`config.mk`:
```
export PLATFORM = sky130hd
export DESIGN_NAME = spi_adc_multi_receiver
export DESIGN_NICKNAME = d
export VERILOG_FILES = /design/src/rtl/spi_adc_multi_receiver.sv
export SDC_FILE = /design/constraint.sdc
export NUM_CORES = 1
export LEC_CHECK = 0
export ABC_AREA = 1
export CORE_ASPECT_RATIO = 1.25
export CORE_MARGIN = 5
export CORE_UTILIZATION = 42
export DETAILED_ROUTE_END_ITERATION = 10
export PLACE_DENSITY = 0.7
export SETUP_SLACK_MARGIN = 0.05
export SYNTH_ARGS = -nofsm -noshare
export SYNTH_HDL_FRONTEND = slang
export SYNTH_HIERARCHICAL = 1
export SYNTH_SLANG_ARGS = --single-unit
```
`constraint.sdc`:
```
create_clock -name clock -period 2.2 [get_ports clock]
set_input_delay 0.44 -clock clock [delete_from_list [all_inputs] [get_ports clock]]
set_output_delay 0.44 -clock clock [all_outputs]
set_load 0.005 [all_outputs]
```
`src/rtl/spi_adc_multi_receiver.sv`:
```
// spi_adc_multi_receiver: drives one shared cs/sck pair to N_CH SPI ADCs and
// captures one result per channel per frame, with a GAP of cs-high cycles
// between frames.
// Build macro SPI_ADC_MULTI_RECEIVER_AVG_EN: when defined, each channel's
// output is the truncated mean of its last four extracted samples instead of
// the raw sample.

// Per-channel capture: shift register, result extraction, optional averaging.
module spi_adc_multi_receiver_lane #(
    parameter int DATA_W   = 12,
    parameter int DATA_LSB = 1
) (
    input  logic              clock,
    input  logic              reset,
    input  logic              sample_i,
    input  logic              load_i,
    input  logic              sdo_i,
    output logic [DATA_W-1:0] value_o
);
    // Only bits up to the result MSB are ever read, so older frame bits
    // simply fall off the top of the register.
    localparam int SH_W = DATA_LSB + DATA_W;

    logic [SH_W-1:0]   shift_q;
    logic [DATA_W-1:0] sample;
    logic [DATA_W-1:0] value_d;
    logic [DATA_W-1:0] value_q;

    // MSB-first capture: each new bit enters at position 0.
    always_ff @(posedge clock) begin
        if (reset) begin
            shift_q <= '0;
        end else if (sample_i) begin
            shift_q <= (shift_q << 1) | SH_W'(sdo_i);
        end
    end

    assign sample = shift_q[SH_W-1:DATA_LSB];

`ifdef SPI_ADC_MULTI_RECEIVER_AVG_EN
    logic [DATA_W-1:0] hist0_q;
    logic [DATA_W-1:0] hist1_q;
    logic [DATA_W-1:0] hist2_q;
    logic [DATA_W+1:0] sum;

    // Two extra bits hold the sum of four full-scale samples without wrap.
    assign sum = {2'b00, sample} + {2'b00, hist0_q} + {2'b00, hist1_q} + {2'b00, hist2_q};
    assign value_d = DATA_W'(sum >> 2);

    // History of the three previous samples, advanced once per frame.
    always_ff @(posedge clock) begin
        if (reset) begin
            hist0_q <= '0;
            hist1_q <= '0;
            hist2_q <= '0;
        end else if (load_i) begin
            hist2_q <= hist1_q;
            hist1_q <= hist0_q;
            hist0_q <= sample;
        end
    end
`else
    assign value_d = sample;
`endif

    // Result register: updated only at frame end, held otherwise.
    always_ff @(posedge clock) begin
        if (reset) begin
            value_q <= '0;
        end else if (load_i) begin
            value_q <= value_d;
        end
    end

    assign value_o = value_q;
endmodule

module spi_adc_multi_receiver #(
    parameter int N_CH       = 2,
    parameter int FRAME_BITS = 16,
    parameter int DATA_W     = 12,
    parameter int DATA_LSB   = 1,
    parameter int CLK_DIV    = 4,
    parameter int GAP_CYCLES = 4
) (
    input  logic                     clock,
    input  logic                     reset,
    input  logic                     enable,
    input  logic [N_CH-1:0]          sdo,
    output logic                     cs,
    output logic                     sck,
    output logic [N_CH*DATA_W-1:0]   value,
    output logic                     valid,
    output logic                     busy
);
    localparam int HALF  = CLK_DIV / 2;
    localparam int PH_W  = (CLK_DIV > 1) ? $clog2(CLK_DIV) : 1;
    localparam int BIT_W = (FRAME_BITS > 1) ? $clog2(FRAME_BITS) : 1;
    localparam int GAP_W = (GAP_CYCLES > 1) ? $clog2(GAP_CYCLES) : 1;

    if (DATA_LSB < 0 || DATA_W < 1 || DATA_LSB + DATA_W > FRAME_BITS) begin : g_bad_slice
        $error("spi_adc_multi_receiver: result field does not fit in the frame");
    end
    if (CLK_DIV < 2 || (CLK_DIV % 2) != 0) begin : g_bad_div
        $error("spi_adc_multi_receiver: CLK_DIV must be even and at least 2");
    end
    if (GAP_CYCLES < 1) begin : g_bad_gap
        $error("spi_adc_multi_receiver: GAP_CYCLES must be at least 1");
    end
    if (N_CH < 1) begin : g_bad_ch
        $error("spi_adc_multi_receiver: N_CH must be at least 1");
    end

    typedef enum logic [1:0] {IDLE, ACTIVE, GAP} state_t;

    state_t             state_q, state_d;
    logic [PH_W-1:0]    phase_q, phase_d;
    logic [BIT_W-1:0]   bit_q, bit_d;
    logic [GAP_W-1:0]   gap_q, gap_d;
    logic               cs_q, cs_d;
    logic               sck_q, sck_d;
    logic               valid_q;
    logic               sample_en;
    logic               load_en;

    // Sequencer: phase within a bit, bit within a frame, cycle within GAP.
    // cs/sck are derived from the next state so they leave the flops
    // aligned with the state they describe.
    always_comb begin
        state_d   = state_q;
        phase_d   = phase_q;
        bit_d     = bit_q;
        gap_d     = gap_q;
        sample_en = 1'b0;
        load_en   = 1'b0;
        case (state_q)
            IDLE: begin
                if (enable) begin
                    state_d = ACTIVE;
                    phase_d = '0;
                    bit_d   = '0;
                end
            end
            ACTIVE: begin
                // Last sck-low cycle of the bit period: the ADC has had the
                // whole low half to settle its output.
                sample_en = (phase_q == PH_W'(HALF - 1));
                if (phase_q == PH_W'(CLK_DIV - 1)) begin
                    phase_d = '0;
                    if (bit_q == BIT_W'(FRAME_BITS - 1)) begin
                        state_d = GAP;
                        bit_d   = '0;
                        gap_d   = '0;
                        load_en = 1'b1;
                    end else begin
                        bit_d = bit_q + 1'b1;
                    end
                end else begin
                    phase_d = phase_q + 1'b1;
                end
            end
            GAP: begin
                if (gap_q == GAP_W'(GAP_CYCLES - 1)) begin
                    gap_d   = '0;
                    phase_d = '0;
                    state_d = enable ? ACTIVE : IDLE;
                end else begin
                    gap_d = gap_q + 1'b1;
                end
            end
            default: state_d = IDLE;
        endcase
        cs_d  = (state_d != ACTIVE);
        sck_d = (state_d != ACTIVE) || (phase_d >= PH_W'(HALF));
    end

    // State, counters and registered outputs; reset dominates everything.
    always_ff @(posedge clock) begin
        if (reset) begin
            state_q <= IDLE;
            phase_q <= '0;
            bit_q   <= '0;
            gap_q   <= '0;
            cs_q    <= 1'b1;
            sck_q   <= 1'b1;
            valid_q <= 1'b0;
        end else begin
            state_q <= state_d;
            phase_q <= phase_d;
            bit_q   <= bit_d;
            gap_q   <= gap_d;
            cs_q    <= cs_d;
            sck_q   <= sck_d;
            valid_q <= load_en;
        end
    end

    for (genvar i = 0; i < N_CH; i++) begin : g_lane
        spi_adc_multi_receiver_lane #(
            .DATA_W   (DATA_W),
            .DATA_LSB (DATA_LSB)
        ) u_lane (
            .clock    (clock),
            .reset    (reset),
            .sample_i (sample_en),
            .load_i   (load_en),
            .sdo_i    (sdo[i]),
            .value_o  (value[i*DATA_W +: DATA_W])
        );
    end

    assign cs    = cs_q;
    assign sck   = sck_q;
    assign valid = valid_q;
    assign busy  = (state_q != IDLE);
endmodule

```
==> out/metrics.csv <==
metric;value;unit
commonest non-fill, non-tap cells in the layout;nand2_1, nor2_1, dfxtp_1, inv_1, clkdlybuf4s50_1;
fraction of layout instances using a drive strength above 1;8.06;%
row count;32;
Cell Count, Final, Fillers Out;507;
Pwr Total;2.37;mW
sw frac;22.2;%
ANT nets after route;0;
GR Overflow Total;0;
Comb power frac;6.6;%
clock transition at the registers of the reported paths;60;ps
Max-Cap Viols;0;
Util after Layout;52.0;%
WL per Instance;9.26;µm
starting density of the core;43.1;%
Total GRT Usage;13.1;%
vias;2180;
# diodes;0;
initial antenna violation count;0;
Area contributors post-synth;dfxtp_1, nand2_1, nor2_1, inv_1, buf_6;
postcts setup bufs;0;
P_leak;1.31;nW
cell type with the largest total area after synthesis;dfxtp_1;
RSZ-0062 raised after global routing;false;
register bit total from synthesis;63;
Setup violations, final;0;
commonest non-fill, non-tap cell in the layout;nand2_1;
drt first pass iters;4;
Seq/Total Area, Yosys;47.5;%
Area growth syn-to-layout;20.7;%
GPL Wtd Cong;0.780;
Net Count, Synth;395;
DRC;0;
I/O pin count;33;
number of I/O port buffers;32;
Nets;426;
Chip Height;98.9;µm
Pwr Density;738;nW/µm²
vias per cell;4.30;
Net Switching;0.527;mW
Hold-fix buffers, CTS;0;
Period Utilization, post-route;87.9;%
CP Launch Type;flop;
CTS Buffer Depth;2;
vias in the first global route;2000;
core area;6170;µm²
Max Slew Vio Count;0;
Worst Path Max Fanout;5;
Fin. Hold Viols;0;
DR iter-0 viols;67;
Syn Inst Count;386;
Setup Skew;7.60;ps
Hold WC Path Type;flop to flop;
required time of the worst setup path;1760;ps
Seq pwr share;49.9;%
Syn. warnings;6;
Rel. slew slack;73.9;%
total CTS buffers;9;
crit path time final;1930;ps
critical path type;flop to output pin;
top cell type's share of synthesized area;47.5;%
Clock Power Share;43.5;%
CTS tree;built;
CTS Root Cell;clkbuf_8;
largest net degree at the start of global routing;53;
Die X;81.1;µm
full die area;8020;µm²
Yosys cell types;17;
Worst Path Arrival;1490;ps
DP Cell Count;491;
Int Power;1.84;mW
WL final;4700;µm
clk sink count;63;
post-CTS sizing;0;
Worst setup EP type;output pin;
outcome;finished, final reports clean;
fmax;0.517;GHz
Post-DP HPWL;3250;µm
worst skew pair latency;340;ps
first-pass GRT wire length;8240;µm
Syn Area/Cell;6.88;µm²
Final TNS setup;0;ps
Worst Max-Slew Pin Slew;390;ps
htree depth;3;
Post-Syn Area;2660;µm²
peak supply drop;0.364;mV
-- cells by family (layout without fill, tap and decap cells) --
logic type | count (synthesis) | after routing | share of synthesized area [%]
AOI/OAI and AO/OA | 11 | 11 | 2.31
adders and majority gates | 4 | 4 | 1.88
buffers and inverters | 58 | 94 | 11.2
DFF | 63 | 63 | 47.5
and+or+nand+nor | 250 | 250 | 37.1
-- power by group through the flow --
| stage | registers (mW) | clock network [mW] | logic [mW] |
|---|---|---|---|
| 2_1_floorplan | 1.21 | 0 | 0.121 |
| 3_3_place_gp | 1.21 | 0 | 0.154 |
| 3_5_place_dp | 1.21 | 0 | 0.157 |
| 4_1_cts | 1.18 | 1.07 | 0.158 |
| 5_1_grt | 1.18 | 1.12 | 0.182 |
| 6_report | 1.18 | 1.03 | 0.156 |
-- worst max-delay path, stage by stage, from the launching register on --
cell and delay, ps:
dfxtp_1 450, inv_1 130, nand2_1 80, clkdlybuf4s50_1 500
-- stage by stage --
stage               setup WS (ps)  hold slack (ps)  area, µm²
floorplan                     715              432       2660
global placement              478              450       3000
detailed placement            445              459       3000
CTS                           257              469       3210
global route                  215              487       3210
finish                        266              462       3210
-- routing by layer --
metal | global-route usage (%) | wire [µm]
met4 | 6.89 | 92
met3 | 4.94 | 206
met5 | 0 | 0
met2 | 21.2 | 2180
met1 | 14.7 | 2220
-- path summary, 6_finish.rpt --
check / start / end / slack (ps) / depth (start not counted)
max: state_q[1]$_SDFF_PP0_ / busy / 270 / 3
min: gap_q[0]$_SDFFE_PP0P_ / gap_q[0]$_SDFFE_PP0P_ / 460 / 1
max reg2reg: bit_q[0]$_SDFFE_PP0P_ / g_lane[0].u_lane/value_o[1]$_SDFFE_PP0P_ / 650 / 9
min reg2reg: gap_q[0]$_SDFFE_PP0P_ / gap_q[0]$_SDFFE_PP0P_ / 460 / 1
-- cell usage after synthesis (all sizes together) --
| library cell | instances |
|---|---|
| nand3 | 8 |
| buf | 14 |
| ha | 4 |
| nor2 | 113 |
| a21oi | 7 |
| nand4 | 1 |
| o21ai | 3 |
| or2 | 1 |
| o211ai | 1 |
| inv | 44 |
| nand2 | 127 |
| dfxtp | 63 |
-- flip-flops by register name, summed over array words and instances, names as in the netlist, 2 cells and up --
register               count
phase_q                    2
state_q                    2
g_lane.u_lane/shift_q     26
gap_q                      2
g_lane.u_lane/value_o     24
bit_q                      4
-- area by class of cell --
cell class,count,area (µm²)
timing repair buffer,34,360
sequential,63,1260
multi-input combinational,265,1100
tap,85,106
clock inverter,3,40.0
clock buffer,13,169
fill,650,2960
inverter,44,165
No activity file was read; power rests on OpenSTA's default activity.
